[config.mk]
export PLATFORM = sky130hd
export DESIGN_NAME = fp32_iter_div_sqrt_flat
export DESIGN_NICKNAME = d
export VERILOG_FILES = /design/src/rtl/fp32_iter_div_sqrt_if.sv /design/src/rtl/fp32_iter_div_sqrt.sv /design/src/flat_wrapper.sv
export SDC_FILE = /design/constraint.sdc
export NUM_CORES = 1
export LEC_CHECK = 0
export ABC_CLOCK_PERIOD_IN_PS = 5600
export CAP_MARGIN = 20
export CORE_MARGIN = 1
export CORE_UTILIZATION = 40
export CTS_CLUSTER_SIZE = 10
export DETAILED_ROUTE_END_ITERATION = 8
export DONT_BUFFER_PORTS = 1
export SETUP_SLACK_MARGIN = 0.1
export SYNTH_ARGS = -nofsm -noshare
export SYNTH_HDL_FRONTEND = slang
export SYNTH_SLANG_ARGS = --single-unit
[constraint.sdc]
create_clock -name clk -period 5.6 [get_ports clk]
set_clock_uncertainty 0.05 [all_clocks]
set_input_delay 0.56 -clock clk [delete_from_list [all_inputs] [get_ports clk]]
set_output_delay 0.56 -clock clk [all_outputs]
set_load 0.02 [all_outputs]
[src/rtl/fp32_iter_div_sqrt_if.sv]
// Request/response bundle between the FP div/sqrt allocation controller and one
// iterative datapath core: operands plus start pulse out, finished/result back.
interface fp32_iter_div_sqrt_if;
  logic        req;
  logic [31:0] lhs;
  logic [31:0] rhs;
  logic        is_divide;
  logic        finished;
  logic [31:0] result;

  modport master (output req, lhs, rhs, is_divide, input finished, result);
  modport slave  (input req, lhs, rhs, is_divide, output finished, result);
endinterface

[src/rtl/fp32_iter_div_sqrt.sv]
// Iterative binary32 divide / square root, digit recurrence with RNE rounding.
// Optional FP_DIVSQRT_EARLY_OUT_EN skips the loop for special results and divide by +-1.
module fp32_iter_div_sqrt #(
  parameter int RADIX_BITS = 1
) (
  input logic                 clk,
  input logic                 rst,
  fp32_iter_div_sqrt_if.slave ctrl_io
);
  localparam int         ITER_CYCLES = (27 + RADIX_BITS - 1) / RADIX_BITS;
  localparam logic [4:0] LAST_CNT    = 5'(ITER_CYCLES - 1);
  localparam logic [31:0] QNAN       = 32'h7FC00000;

  typedef enum logic [2:0] {IDLE, UNPACK, ITER, ROUND, DONE} state_e;

  state_e            state_q, state_d;
  logic [31:0]       lhs_q, rhs_q, specVal_q, result_q;
  logic              isDiv_q, sign_q, special_q, finished_q;
  logic [4:0]        cnt_q;
  logic [28:0]       rem_q;
  logic [26:0]       quot_q;
  logic [53:0]       rad_q;
  logic [23:0]       divisor_q;
  logic signed [9:0] exp_q;

  logic [7:0]        ea, eb;
  logic              sa, sb, aZero, aInf, aNaN, bZero, bInf, bNaN, sqrtOdd;
  logic [23:0]       ma, mb;
  logic signed [9:0] expSqrtUnb, expUnp;
  logic              specialUnp, earlyOut;
  logic [31:0]       specValUnp;

  // Operand classification; subnormals count as zero.
  assign ea    = lhs_q[30:23];
  assign eb    = rhs_q[30:23];
  assign sa    = lhs_q[31];
  assign sb    = rhs_q[31];
  assign aZero = (ea == 8'd0);
  assign bZero = (eb == 8'd0);
  assign aInf  = (ea == 8'hFF) && (lhs_q[22:0] == 23'd0);
  assign bInf  = (eb == 8'hFF) && (rhs_q[22:0] == 23'd0);
  assign aNaN  = (ea == 8'hFF) && (lhs_q[22:0] != 23'd0);
  assign bNaN  = (eb == 8'hFF) && (rhs_q[22:0] != 23'd0);
  assign ma    = {1'b1, lhs_q[22:0]};
  assign mb    = {1'b1, rhs_q[22:0]};

  // An odd unbiased exponent (even biased one) doubles the radicand so the root lands in [1,2).
  assign sqrtOdd    = ~ea[0];
  assign expSqrtUnb = $signed({2'b00, ea}) - 10'sd127;
  assign expUnp     = isDiv_q ? ($signed({2'b00, ea}) - $signed({2'b00, eb}) + 10'sd127)
                              : ((expSqrtUnb >>> 1) + 10'sd127);

  always_comb begin
    specialUnp = 1'b0;
    specValUnp = 32'h0;
    earlyOut   = 1'b0;
    if (isDiv_q) begin
      if (aNaN || bNaN || (aZero && bZero) || (aInf && bInf)) begin
        specialUnp = 1'b1;
        specValUnp = QNAN;
      end else if (aInf || bZero) begin
        specialUnp = 1'b1;
        specValUnp = {sa ^ sb, 8'hFF, 23'd0};
      end else if (aZero || bInf) begin
        specialUnp = 1'b1;
        specValUnp = {sa ^ sb, 31'd0};
      end
    end else begin
      if (aNaN || (sa && !aZero)) begin
        specialUnp = 1'b1;
        specValUnp = QNAN;
      end else if (aZero) begin
        specialUnp = 1'b1;
        specValUnp = {sa, 31'd0};
      end else if (aInf) begin
        specialUnp = 1'b1;
        specValUnp = 32'h7F800000;
      end
    end
`ifdef FP_DIVSQRT_EARLY_OUT_EN
    if (!specialUnp && isDiv_q && (rhs_q[30:0] == 31'h3F800000)) begin
      specialUnp = 1'b1;
      specValUnp = {sa ^ sb, aZero ? 31'd0 : lhs_q[30:0]};
    end
    earlyOut = specialUnp;
`endif
  end

  logic [28:0] remStep;
  logic [26:0] quotStep;
  logic [53:0] radStep;
  logic [30:0] sqTmp, sqTrial;

  // RADIX_BITS restoring steps per cycle; digits past the 27th are not computed,
  // the nonzero remainder already carries them into sticky.
  always_comb begin
    remStep  = rem_q;
    quotStep = quot_q;
    radStep  = rad_q;
    sqTmp    = 31'd0;
    sqTrial  = 31'd0;
    for (int j = 0; j < RADIX_BITS; j++) begin
      if ((int'(cnt_q) * RADIX_BITS + j) < 27) begin
        if (isDiv_q) begin
          if (remStep >= {5'd0, divisor_q}) begin
            remStep  = remStep - {5'd0, divisor_q};
            quotStep = {quotStep[25:0], 1'b1};
          end else begin
            quotStep = {quotStep[25:0], 1'b0};
          end
          remStep = {remStep[27:0], 1'b0};
        end else begin
          sqTmp   = {remStep, radStep[53:52]};
          sqTrial = {2'b00, quotStep, 2'b01};
          if (sqTmp >= sqTrial) begin
            sqTmp    = sqTmp - sqTrial;
            quotStep = {quotStep[25:0], 1'b1};
          end else begin
            quotStep = {quotStep[25:0], 1'b0};
          end
          remStep = sqTmp[28:0];
          radStep = {radStep[51:0], 2'b00};
        end
      end
    end
  end

  logic [23:0]       mant;
  logic [24:0]       mantR;
  logic              guardBit, stickyBit, roundUp;
  logic signed [9:0] expN, expR;
  logic [22:0]       fracR;
  logic [31:0]       roundRes;

  // Normalize (quotient may sit one bit low), round to nearest even, then range-check.
  always_comb begin
    if (quot_q[26]) begin
      mant      = quot_q[26:3];
      guardBit  = quot_q[2];
      stickyBit = (|quot_q[1:0]) || (rem_q != 29'd0);
      expN      = exp_q;
    end else begin
      mant      = quot_q[25:2];
      guardBit  = quot_q[1];
      stickyBit = quot_q[0] || (rem_q != 29'd0);
      expN      = exp_q - 10'sd1;
    end
    roundUp = guardBit && (stickyBit || mant[0]);
    mantR   = {1'b0, mant} + {24'd0, roundUp};
    if (mantR[24]) begin
      expR  = expN + 10'sd1;
      fracR = mantR[23:1];
    end else begin
      expR  = expN;
      fracR = mantR[22:0];
    end
    if (special_q)           roundRes = specVal_q;
    else if (expR >= 10'sd255) roundRes = {sign_q, 8'hFF, 23'd0};
    else if (expR <= 10'sd0)   roundRes = {sign_q, 31'd0};
    else                       roundRes = {sign_q, expR[7:0], fracR};
  end

  always_ff @(posedge clk) begin
    if (rst) state_q <= IDLE;
    else     state_q <= state_d;
  end

  // Early-out enters the final loop cycle so its latency stays at three cycles.
  always_comb begin
    state_d = state_q;
    case (state_q)
      IDLE, DONE: if (ctrl_io.req) state_d = UNPACK;
      UNPACK:     state_d = ITER;
      ITER:       if (cnt_q == LAST_CNT) state_d = ROUND;
      ROUND:      state_d = DONE;
      default:    state_d = IDLE;
    endcase
  end

  always_ff @(posedge clk) begin
    if (rst) begin
      lhs_q      <= 32'h0;
      rhs_q      <= 32'h0;
      isDiv_q    <= 1'b0;
      cnt_q      <= 5'd0;
      rem_q      <= 29'd0;
      quot_q     <= 27'd0;
      rad_q      <= 54'd0;
      divisor_q  <= 24'd0;
      exp_q      <= 10'sd0;
      sign_q     <= 1'b0;
      special_q  <= 1'b0;
      specVal_q  <= 32'h0;
      finished_q <= 1'b0;
      result_q   <= 32'h0;
    end else begin
      case (state_q)
        IDLE, DONE: begin
          if (ctrl_io.req) begin
            lhs_q      <= ctrl_io.lhs;
            rhs_q      <= ctrl_io.rhs;
            isDiv_q    <= ctrl_io.is_divide;
            finished_q <= 1'b0;
          end
        end
        UNPACK: begin
          rem_q     <= isDiv_q ? {5'd0, ma} : 29'd0;
          quot_q    <= 27'd0;
          rad_q     <= sqrtOdd ? {ma, 1'b0, 29'd0} : {1'b0, ma, 29'd0};
          divisor_q <= mb;
          exp_q     <= expUnp;
          sign_q    <= isDiv_q ? (sa ^ sb) : sa;
          special_q <= specialUnp;
          specVal_q <= specValUnp;
          cnt_q     <= earlyOut ? LAST_CNT : 5'd0;
        end
        ITER: begin
          rem_q  <= remStep;
          quot_q <= quotStep;
          rad_q  <= radStep;
          cnt_q  <= cnt_q + 5'd1;
        end
        ROUND: begin
          result_q   <= roundRes;
          finished_q <= 1'b1;
        end
        default: ;
      endcase
    end
  end

  assign ctrl_io.finished = finished_q;
  assign ctrl_io.result   = result_q;
endmodule
[src/flat_wrapper.sv]
// flat-port wrapper written by rule: the top's interface ports become plain ports
module fp32_iter_div_sqrt_flat 
#(
  parameter int RADIX_BITS = 1
)
  (clk, rst, ctrl_io_req, ctrl_io_lhs, ctrl_io_rhs, ctrl_io_is_divide, ctrl_io_finished, ctrl_io_result);
  fp32_iter_div_sqrt_if ctrl_io_i ();
  input logic clk;
  input logic rst;
  input wire logic [$bits(ctrl_io_i.req)-1:0] ctrl_io_req;
  input wire logic [$bits(ctrl_io_i.lhs)-1:0] ctrl_io_lhs;
  input wire logic [$bits(ctrl_io_i.rhs)-1:0] ctrl_io_rhs;
  input wire logic [$bits(ctrl_io_i.is_divide)-1:0] ctrl_io_is_divide;
  output wire logic [$bits(ctrl_io_i.finished)-1:0] ctrl_io_finished;
  output wire logic [$bits(ctrl_io_i.result)-1:0] ctrl_io_result;
  assign ctrl_io_i.req = ctrl_io_req;
  assign ctrl_io_i.lhs = ctrl_io_lhs;
  assign ctrl_io_i.rhs = ctrl_io_rhs;
  assign ctrl_io_i.is_divide = ctrl_io_is_divide;
  assign ctrl_io_finished = ctrl_io_i.finished;
  assign ctrl_io_result = ctrl_io_i.result;
  fp32_iter_div_sqrt #(.RADIX_BITS(RADIX_BITS)) u_core (.clk(clk), .rst(rst), .ctrl_io(ctrl_io_i));
endmodule
==> qor.yml, run 1 <==
drtAntennaViolNets: 0
synth.area.mux_share_pct: 3.54
yosys_most_used_dff: "dfxtp_1"
grt.overflow.total: 0
final_common_cell: "nand2_1"
fin_tns_setup_ps: 0
htreeDepth: 1
drtIter0Drc: 1068
numCtsBuffers: 28
final-hold-violation-count: 0
ff2ff_setup_slack_ps: 940
diodes: 0
placementRows: 70
synth-adder-area-share_pct: 6.06
yosys.area_share.simple_pct: 24.0
num_io_pins: 101
vdd.ir_drop.worst_v: 0.000243
yosysWarnings: 0
p_per_area_mw_per_mm2: 375
clockRootBuffer: "clkbuf_16"
hold_buffers: 0
worstSetupEndpointType: "register"
synth_edf_count: 0
p_leak_nw: 5.74
cts_tree: "built"
drt-total-wl_um: 46200
n_fill_cell: 3813
clockBufferDepth: 3
vias: 14635
netlist_area_mm2: 0.0151
synth_xor_area_share_pct: 5.33
rr_endpoint: "u_core.ctrl_io.result[11]"
hpwl_um: 33300
fin_crit_ps: 4660
dp.cells: 2470
setup-violations-final: 0
synthCells: 2089
syn_nets: 2229
antenna_found_initial: 0
maxSlewViolCount: 0
io_buffer_count: 0
cp_data_required_time_ps: 6030
relSlewSlack_pct: 33.0
die-area_mm2: 0.0386
synth_seq_area_share_pct: 29.9
track_usage_pct: 23.6
initial_utilization_pct: 41.0
status: "finished, final reports clean"
synth_top_family_by_area: "compound AO/OA/AOI/OAI gates"
final_layout_size_suffix_gt1_share_pct: 4.68
grt_max_degree: 201
rsz0062_at_grt: "false"
dieWidth_um: 196
rr_worst_depth: 11
hold_path_class: "in -> reg"
ys_async_sr_fraction_pct: 0
fp.dieH_um: 196
cts_resized: 0
crit_start: "u_core.quot_q[26]"
cts.sinks: 226
cp_max_fo: 45
clkTransAtPathRegs_ps: 60
core_region_area_mm2: 0.0369
final_cell_count_no_fill: 2512
ys_seq_elements: 226
worstMarginPinSlew_ps: 1000
globalplace.congestion: 0.921
grt_pass1_wl_um: 74000
fin_nets: 2137
viasPerCell: 5.83
drc: 0
synth_area_per_cell_um2: 7.23
cp-start-kind: "register"
crit_path_end: "u_core.ctrl_io.result[11]"
grt_pass1_vias: 13617
dr.pass1.iters: 5
timing.rr.start: "u_core.quot_q[26]"
post-cts-setup-buffers: 0
synth_cell_type_count: 78
maxCapViolations: 0
fin_crit_sh_pct: 83.2
wl_per_cell_um: 18.4
arrival_ps: 5090
max_freq_ghz: 0.215
synth_compound_area_share_pct: 25.2
clk_latency_ps: 600
final_cell_mix: "nand2_1 (369), a21oi_1 (254), dfxtp_1 (224)"
area_growth_pct: 7.32
fin_util_pct: 44.0
critPathKind: "reg -> reg"
==> worst min-delay path by stage <==
stage	startpoint	cells after the start	endpoint	slack, ps
finish	ctrl_io_rhs[9]	2	u_core.rhs_q[9]	40
global placement	u_core.rad_q[29]	2	u_core.rad_q[29]	390
detailed placement	u_core.divisor_q[17]	2	u_core.divisor_q[17]	400
global route	rst	1	u_core.ctrl_io.result[26]	20
floorplan	u_core.rad_q[29]	2	u_core.rad_q[29]	380
CTS	ctrl_io_rhs[2]	2	u_core.rhs_q[2]	30
==> worst max-delay path, cell delays in order (launching register included) <==
cell and delay, ps:
dfxtp_2 570, buf_4 510, mux2i_1 210, nor4_1 500, nand4_1 490, a2111oi_2 470
o2bb2ai_1 90, and4b_1 190, or2_1 270, or4_4 620, nor2b_2 410, a22o_1 190
==> layer usage <==
| metal | track usage (%) | share of wire [%] | vias up |
|---|---|---|---|
| li1 | - | - | 7228 |
| met1 | 32.6 | 47 | 6862 |
| met2 | 37.4 | 44 | 448 |
| met3 | 3.22 | 5.5 | 97 |
| met4 | 8.85 | 3.7 | 0 |
| met5 | 0 | 0 | - |
==> through the flow <==
stage,power [mW],hold WS (ps),setup WS (ps),area [µm²]
2_1_floorplan,3.75,382,877,15100
3_3_place_gp,4.32,393,1070,15300
3_5_place_dp,4.33,397,1000,15300
4_1_cts,6.06,25.2,976,16200
5_1_grt,6.45,20.1,693,16200
6_report,6.07,40.0,939,16200
==> synth_stat cells (17+ instances only) <==
master | count | area, µm²
buf_1 | 18 | 67.6
nand2_1 | 370 | 1390
a211oi_1 | 61 | 458
clkbuf_1 | 110 | 413
nor3_1 | 44 | 220
nand3_1 | 76 | 380
nand4_1 | 21 | 131
a21oi_1 | 254 | 1270
dfxtp_1 | 226 | 4520
ha_1 | 70 | 876
a31oi_1 | 19 | 119
o21ai_0 | 81 | 405
xnor2_1 | 58 | 508
nor4_1 | 27 | 169
inv_1 | 90 | 338
nor2_1 | 184 | 691
o211ai_1 | 17 | 128
mux2i_1 | 50 | 500
a21o_1 | 21 | 158
xor2_1 | 34 | 298
==> cell type report <==
class / instances / area (µm²) / share of cell area, %
clock buffers: 37 / 785 / 4.84
clock inverters: 4 / 70.1 / 0.432
inverters: 92 / 345 / 2.13
multi-input cells: 1632 / 9720 / 59.9
flip-flops and latches: 226 / 4530 / 27.9
well taps: 504 / 631 / 3.89
repair buffers: 17 / 140 / 0.864
==> kinds of logic after synthesis <==
family / after synthesis
xor+xnor: 92
simple gates: 809
mux: 53
buf+inv: 231
compound gates: 606
flops: 226
fa+ha+maj: 72
==> flip-flops by register name, summed over array words and instances (netlist names) <==
name / flops
u_core.quot_q: 27
u_core.lhs_q: 32
u_core.rhs_q: 32
u_core.exp_q: 10
u_core.special_q: 1
u_core.divisor_q: 24
u_core.sign_q: 1
u_core.isDiv_q: 1
u_core.state_q: 3
u_core.rad_q: 25
u_core.cnt_q: 5
u_core.ctrl_io.finished: 1
u_core.rem_q: 29
u_core.ctrl_io.result: 32
u_core.specVal_q: 3
==> where the power goes <==
group          switching (mW)  internal (mW)  leakage (nW)
Sequential              0.170           1.70          1.84
Clock                   0.696           1.01         0.419
Combinational            1.55          0.947          3.48
Note: power is estimated with default switching activity, not from simulation.
==> inputs of run 2 (changes only) <==
Settings changed: ABC_CLOCK_PERIOD_IN_PS 5600 to 4100.
Clock period 5.6 ns to 4.1 ns, I/O delays scaled along.
==> run 2 against run 1 <==
Net effect:
- final cell count grew 4.2%
- die area did not move
- critical path depth is 3 higher
- non-clock buffer count up 106
- core utilization grew 3.0 points
- combinational power up 49%
- worst setup slack worse by 680 ps
- sequential cell count stayed put
- clock power increased by 41%
- register-to-register slack worse by 680 ps
- sequential share of layout area fell by 1.8 points
- critical path type unchanged
==> qor.yml, run 2 (synthesis gave the netlist of run 1 again) <==
grt_use_met3_pct: 3.32
num_io_pins: 101
grt_pass1_wl_um: 77600
final_layout_size_suffix_gt1_share_pct: 6.63
dieWidth_um: 196
track_usage_pct: 25.1
area_growth_pct: 14.5
hold_path_depth: 2
maxSlewViolCount: 0
grt_max_degree: 191
drtIter0Drc: 1137
cp-start-kind: "register"
n_fill_cell: 3691
max_freq_ghz: 0.260
whs_ps: 34.2
wl_per_cell_um: 18.7
numCtsBuffers: 28
final_common_cell: "nand2_1"
fin_ws_ps: 260
critPathKind: "reg -> reg"
drt-total-wl_um: 49000
fin_nets: 2244
vdd.ir_drop.worst_v: 0.000331
clkTransAtPathRegs_ps: 60
cts.sinks: 226
arrival_ps: 4300
pre_cts_ws_ps: 40.0
fin_util_pct: 46.9
fin_crit_ps: 3840
p_leak_nw: 6.25
status: "finished, final reports clean"
relSlewSlack_pct: 32.7
globalplace.congestion: 0.927
multiInputGateArea_mm2: 0.00977
final_cell_count_no_fill: 2617
worstMarginPinSlew_ps: 1010
hold_path_class: "in -> reg"
maxCapViolations: 0
clockBufferDepth: 3
rr_worst_depth: 14
final-hold-violation-count: 0
clockRootBuffer: "clkbuf_16"
placed_area_mm2: 0.0156
rsz0062_at_grt: "false"
dr.pass1.iters: 5
final_cell_mix: "nand2_1 (368), a21oi_1 (254), dfxtp_1 (224)"
busiest_layer: "met2"
drtAntennaViolNets: 0
initial_utilization_pct: 41.0
hpwl_um: 34700
fin_tns_setup_ps: 0
final_cell_area_mm2: 0.0173
core_region_area_mm2: 0.0369
worstSetupEndpointType: "register"
dp.cells: 2505
die-area_mm2: 0.0386
io_buffer_count: 0
vias: 15177
fp.dieH_um: 196
use_met2_pct: 40.2
cts_tree: "built"
final-seq-area_mm2: 0.00453
diodes: 0
setup-violations-final: 0
total_power_mw: 8.66
cp_data_required_time_ps: 4560
grt.overflow.total: 0
antenna_found_initial: 1
htreeDepth: 1
clk_latency_ps: 590
drc: 0
grt_use_met1_pct: 34.5
fin_crit_sh_pct: 93.7
p_per_area_mw_per_mm2: 500
placementRows: 70
viasPerCell: 5.80
grt_pass1_vias: 14200
cp_max_fo: 22
run 2: report_power, final:
part           switching (mW)  total [mW]  internal (mW)  leakage (nW)
sequential              0.208        2.53           2.33          1.84
clock                   0.987        2.41           1.42         0.424
combinational            2.26        3.72           1.46          3.99
total                    3.45        8.66           5.21          6.25
run 2: repair_timing:
action                     CTS  global route
pin swaps                    0             4
gates cloned                 0             2
resized for setup            1             5
buffers inserted             0             2
hold endpoints to repair   192             0
hold buffers                68             0
setup endpoints to repair   11            17
run 2: routing by layer:
| layer | wire (µm) | part of all wire (%) |
|---|---|---|
| met2 | 21900 | 45 |
| met1 | 22400 | 46 |
| met3 | 2980 | 6.1 |
| met5 | 7 | 0.014 |
| met4 | 1760 | 3.6 |
run 2: final timing paths:
kind                       start                   endpoint  slack [ps]
max            u_core.quot_q[26]  u_core.ctrl_io.result[11]         260
min                          rst           u_core.rem_q[20]          30
max reg2reg    u_core.quot_q[26]  u_core.ctrl_io.result[11]         260
min reg2reg  u_core.divisor_q[9]        u_core.divisor_q[9]         400
run 2: final cells by class:
type / count / share of cell area (%)
Clock buffer: 34 / 4.41
Sequential cell: 226 / 26.2
Inverter: 92 / 2.00
Tap cell: 504 / 3.64
Timing Repair Buffer: 123 / 6.74
Multi-Input combinational cell: 1633 / 56.5
Clock inverter: 5 / 0.578
run 2: critical path, stage by stage (launching register included):
cell and delay (ps):
dfxtp_2 430, buf_12 200, nand2_1 70, o21ai_1 80
ha_2 210, nand2_2 70, nor4_4 350, nand4_1 260
nor4_2 370, xnor2_1 210, and4b_1 240, or2_1 240
or4_4 600, nor2b_4 230, a22o_1 150
==> inputs of run 3 (changes only) <==
Settings changed: ABC_CLOCK_PERIOD_IN_PS 4100 to 3650, CORE_UTILIZATION 40 to 50.
Clock period 4.1 ns to 3.65 ns, I/O delays scaled along.
==> run 3 against run 2 <==
Net effect:
- power is 13% higher
- maximum frequency is 7.5% higher
- final area is 2.4% higher
- clock-buffer cell count is 3 higher
- clock power is 8% higher
==> qor.yml, run 3 (synthesis gave the netlist of run 1 again) <==
status: "finished, final reports clean"
whs_ps: 79.8
drtIter0Drc: 1138
setup-violations-final: 0
hpwl_um: 35300
clockBufferDepth: 3
p_leak_nw: 6.57
dieWidth_um: 176
grt_max_degree: 185
cp_data_required_time_ps: 4080
drc: 0
htreeDepth: 1
arrival_ps: 4000
maxSlewViolCount: 0
globalplace.congestion: 0.923
power_frac_clock_pct: 26.5
grt_pass1_vias: 14311
fin_ws_ps: 79.1
critPathKind: "reg -> reg"
grt_pass1_wl_um: 76500
vdd.ir_drop.worst_v: 0.000396
timing.rr.start: "u_core.quot_q[26]"
cp_slowest_stage_delay_ps: 570
core_region_area_mm2: 0.0297
cp_cell_sequence: "nand2b_4, a21oi_2, ha_2, nand2_2, nor4_4, nand4_1, buf_6, nor4_4, xnor2_1, and4b_1, or2_1, or4_4, nor2b_4, buf_12, a22o_1"
final-hold-violation-count: 0
final_cell_mix: "nand2_1 (368), a21oi_1 (250), dfxtp_1 (224)"
wl_per_cell_um: 19.2
slowest_stage: "or4_4"
intPower_mw: 5.98
maxCapViolations: 0
worstMarginPinSlew_ps: 1010
clockRootBuffer: "clkbuf_16"
p_sw_mw: 3.84
fp.dieH_um: 176
max_freq_ghz: 0.280
total_power_mw: 9.82
cts_tree: "built"
viasPerCell: 6.03
placed_area_mm2: 0.0159
drtAntennaViolNets: 0
cts.sinks: 226
fin_nets: 2299
diodes: 0
rsz0062_at_grt: "true"
crit_start: "u_core.quot_q[26]"
crit_buf_inv: 2
critPathTopFamily: "simple AND/OR/NAND/NOR gates"
p_per_area_mw_per_mm2: 554
die-area_mm2: 0.0309
final_common_cell: "nand2_1"
track_usage_pct: 30.9
cp-start-kind: "register"
numCtsBuffers: 28
switching_share_pct: 39.1
clkTransAtPathRegs_ps: 60
initial_utilization_pct: 50.8
grt.overflow.total: 0
combPwrFrac_pct: 44.6
drt-total-wl_um: 49100
hold_path_class: "in -> reg"
cp_max_fo: 11
placementRows: 63
vias: 15435
fin_crit_ps: 3570
io_buffer_count: 0
antenna_found_initial: 0
final_layout_size_suffix_gt1_share_pct: 9.40
worstSetupEndpointType: "register"
dr.pass1.iters: 7
hp-start: "rst"
relSlewSlack_pct: 32.2
clk_latency_ps: 560
sequentialPowerShare_pct: 28.9
final_cell_area_mm2: 0.0177
area_growth_pct: 17.3
ff2ff_setup_slack_ps: 80
pre_cts_ws_ps: -34.9
crit_top_cell: "nor4_4"
num_io_pins: 101
fin_crit_sh_pct: 97.8
## run 3: cell types whose count changed in the layout (fill, tap and decap cells not counted), moves of 3 or more
cell	before	now
buf_6	0	4
buf_4	51	95
o21ai_2	2	10
a21oi_1	254	250
o21ai_0	79	75
a2111oi_0	13	9
dlygate4sd3_1	67	73
o21ai_1	12	8
clkbuf_1	2	7
a2111oi_1	1	4
a21oi_2	0	4
## run 3: final cells by class
class | instances | area [µm²]
Multi-Input combinational cell | 1632 | 9880
Timing Repair Buffer | 179 | 1630
Fill cell | 2763 | 12000
Tap cell | 390 | 488
Sequential cell | 226 | 4530
Clock buffer | 37 | 754
Inverter | 92 | 345
Clock inverter | 4 | 83.8
## run 3: layer usage
metal	vias up	GRT usage, %	part of all wire (%)
li1	7555	-	-
met3	123	3.23	5.2
met5	-	0	0
met4	0	12.2	4.0
met1	7222	40.2	44
met2	535	52.2	47
## run 3: stage by stage
| step | TNS (ps) | instances | utilization [%] |
|---|---|---|---|
| floorplan | -6490 | 2089 | - |
| global placement | 0 | 2436 | 53.4 |
| detailed placement | -320 | 2437 | 53.4 |
| CTS | 0 | 2554 | 59.0 |
| global route | -1040 | 2560 | 59.6 |
| finish | 0 | 2560 | 59.6 |
## run 3: repair_timing
item | in CTS | in global routing
pin swaps | 2 | 21
hold buffers | 74 | 0
cloned | 1 | 1
gates resized for setup | 1 | 39
endpoints found under the setup margin | 22 | 48
hold endpoints to repair | 193 | 0
buffers inserted | 1 | 4
## run 3: final timing paths
kind / to / cells past startpoint
worst max-delay path: u_core.ctrl_io.result[1] / 15
worst min-delay path: u_core.rem_q[5] / 3
worst max register to register: u_core.ctrl_io.result[1] / 15
worst min register to register: u_core.divisor_q[14] / 2
## run 3: power groups by stage
stage          Sequential (mW)  Combinational (mW)  Clock, mW
2_1_floorplan             2.78                2.98          0
4_1_cts                   2.83                4.21       2.64
6_report                  2.84                4.38       2.60
3_3_place_gp              2.88                4.07          0
5_1_grt                   2.85                4.77       2.73
3_5_place_dp              2.88                4.09          0
## run 3: tightest hold or removal path, cell delays in order
cell and delay (ps):
inv_1 100, o211ai_1 120, a221oi_1 50
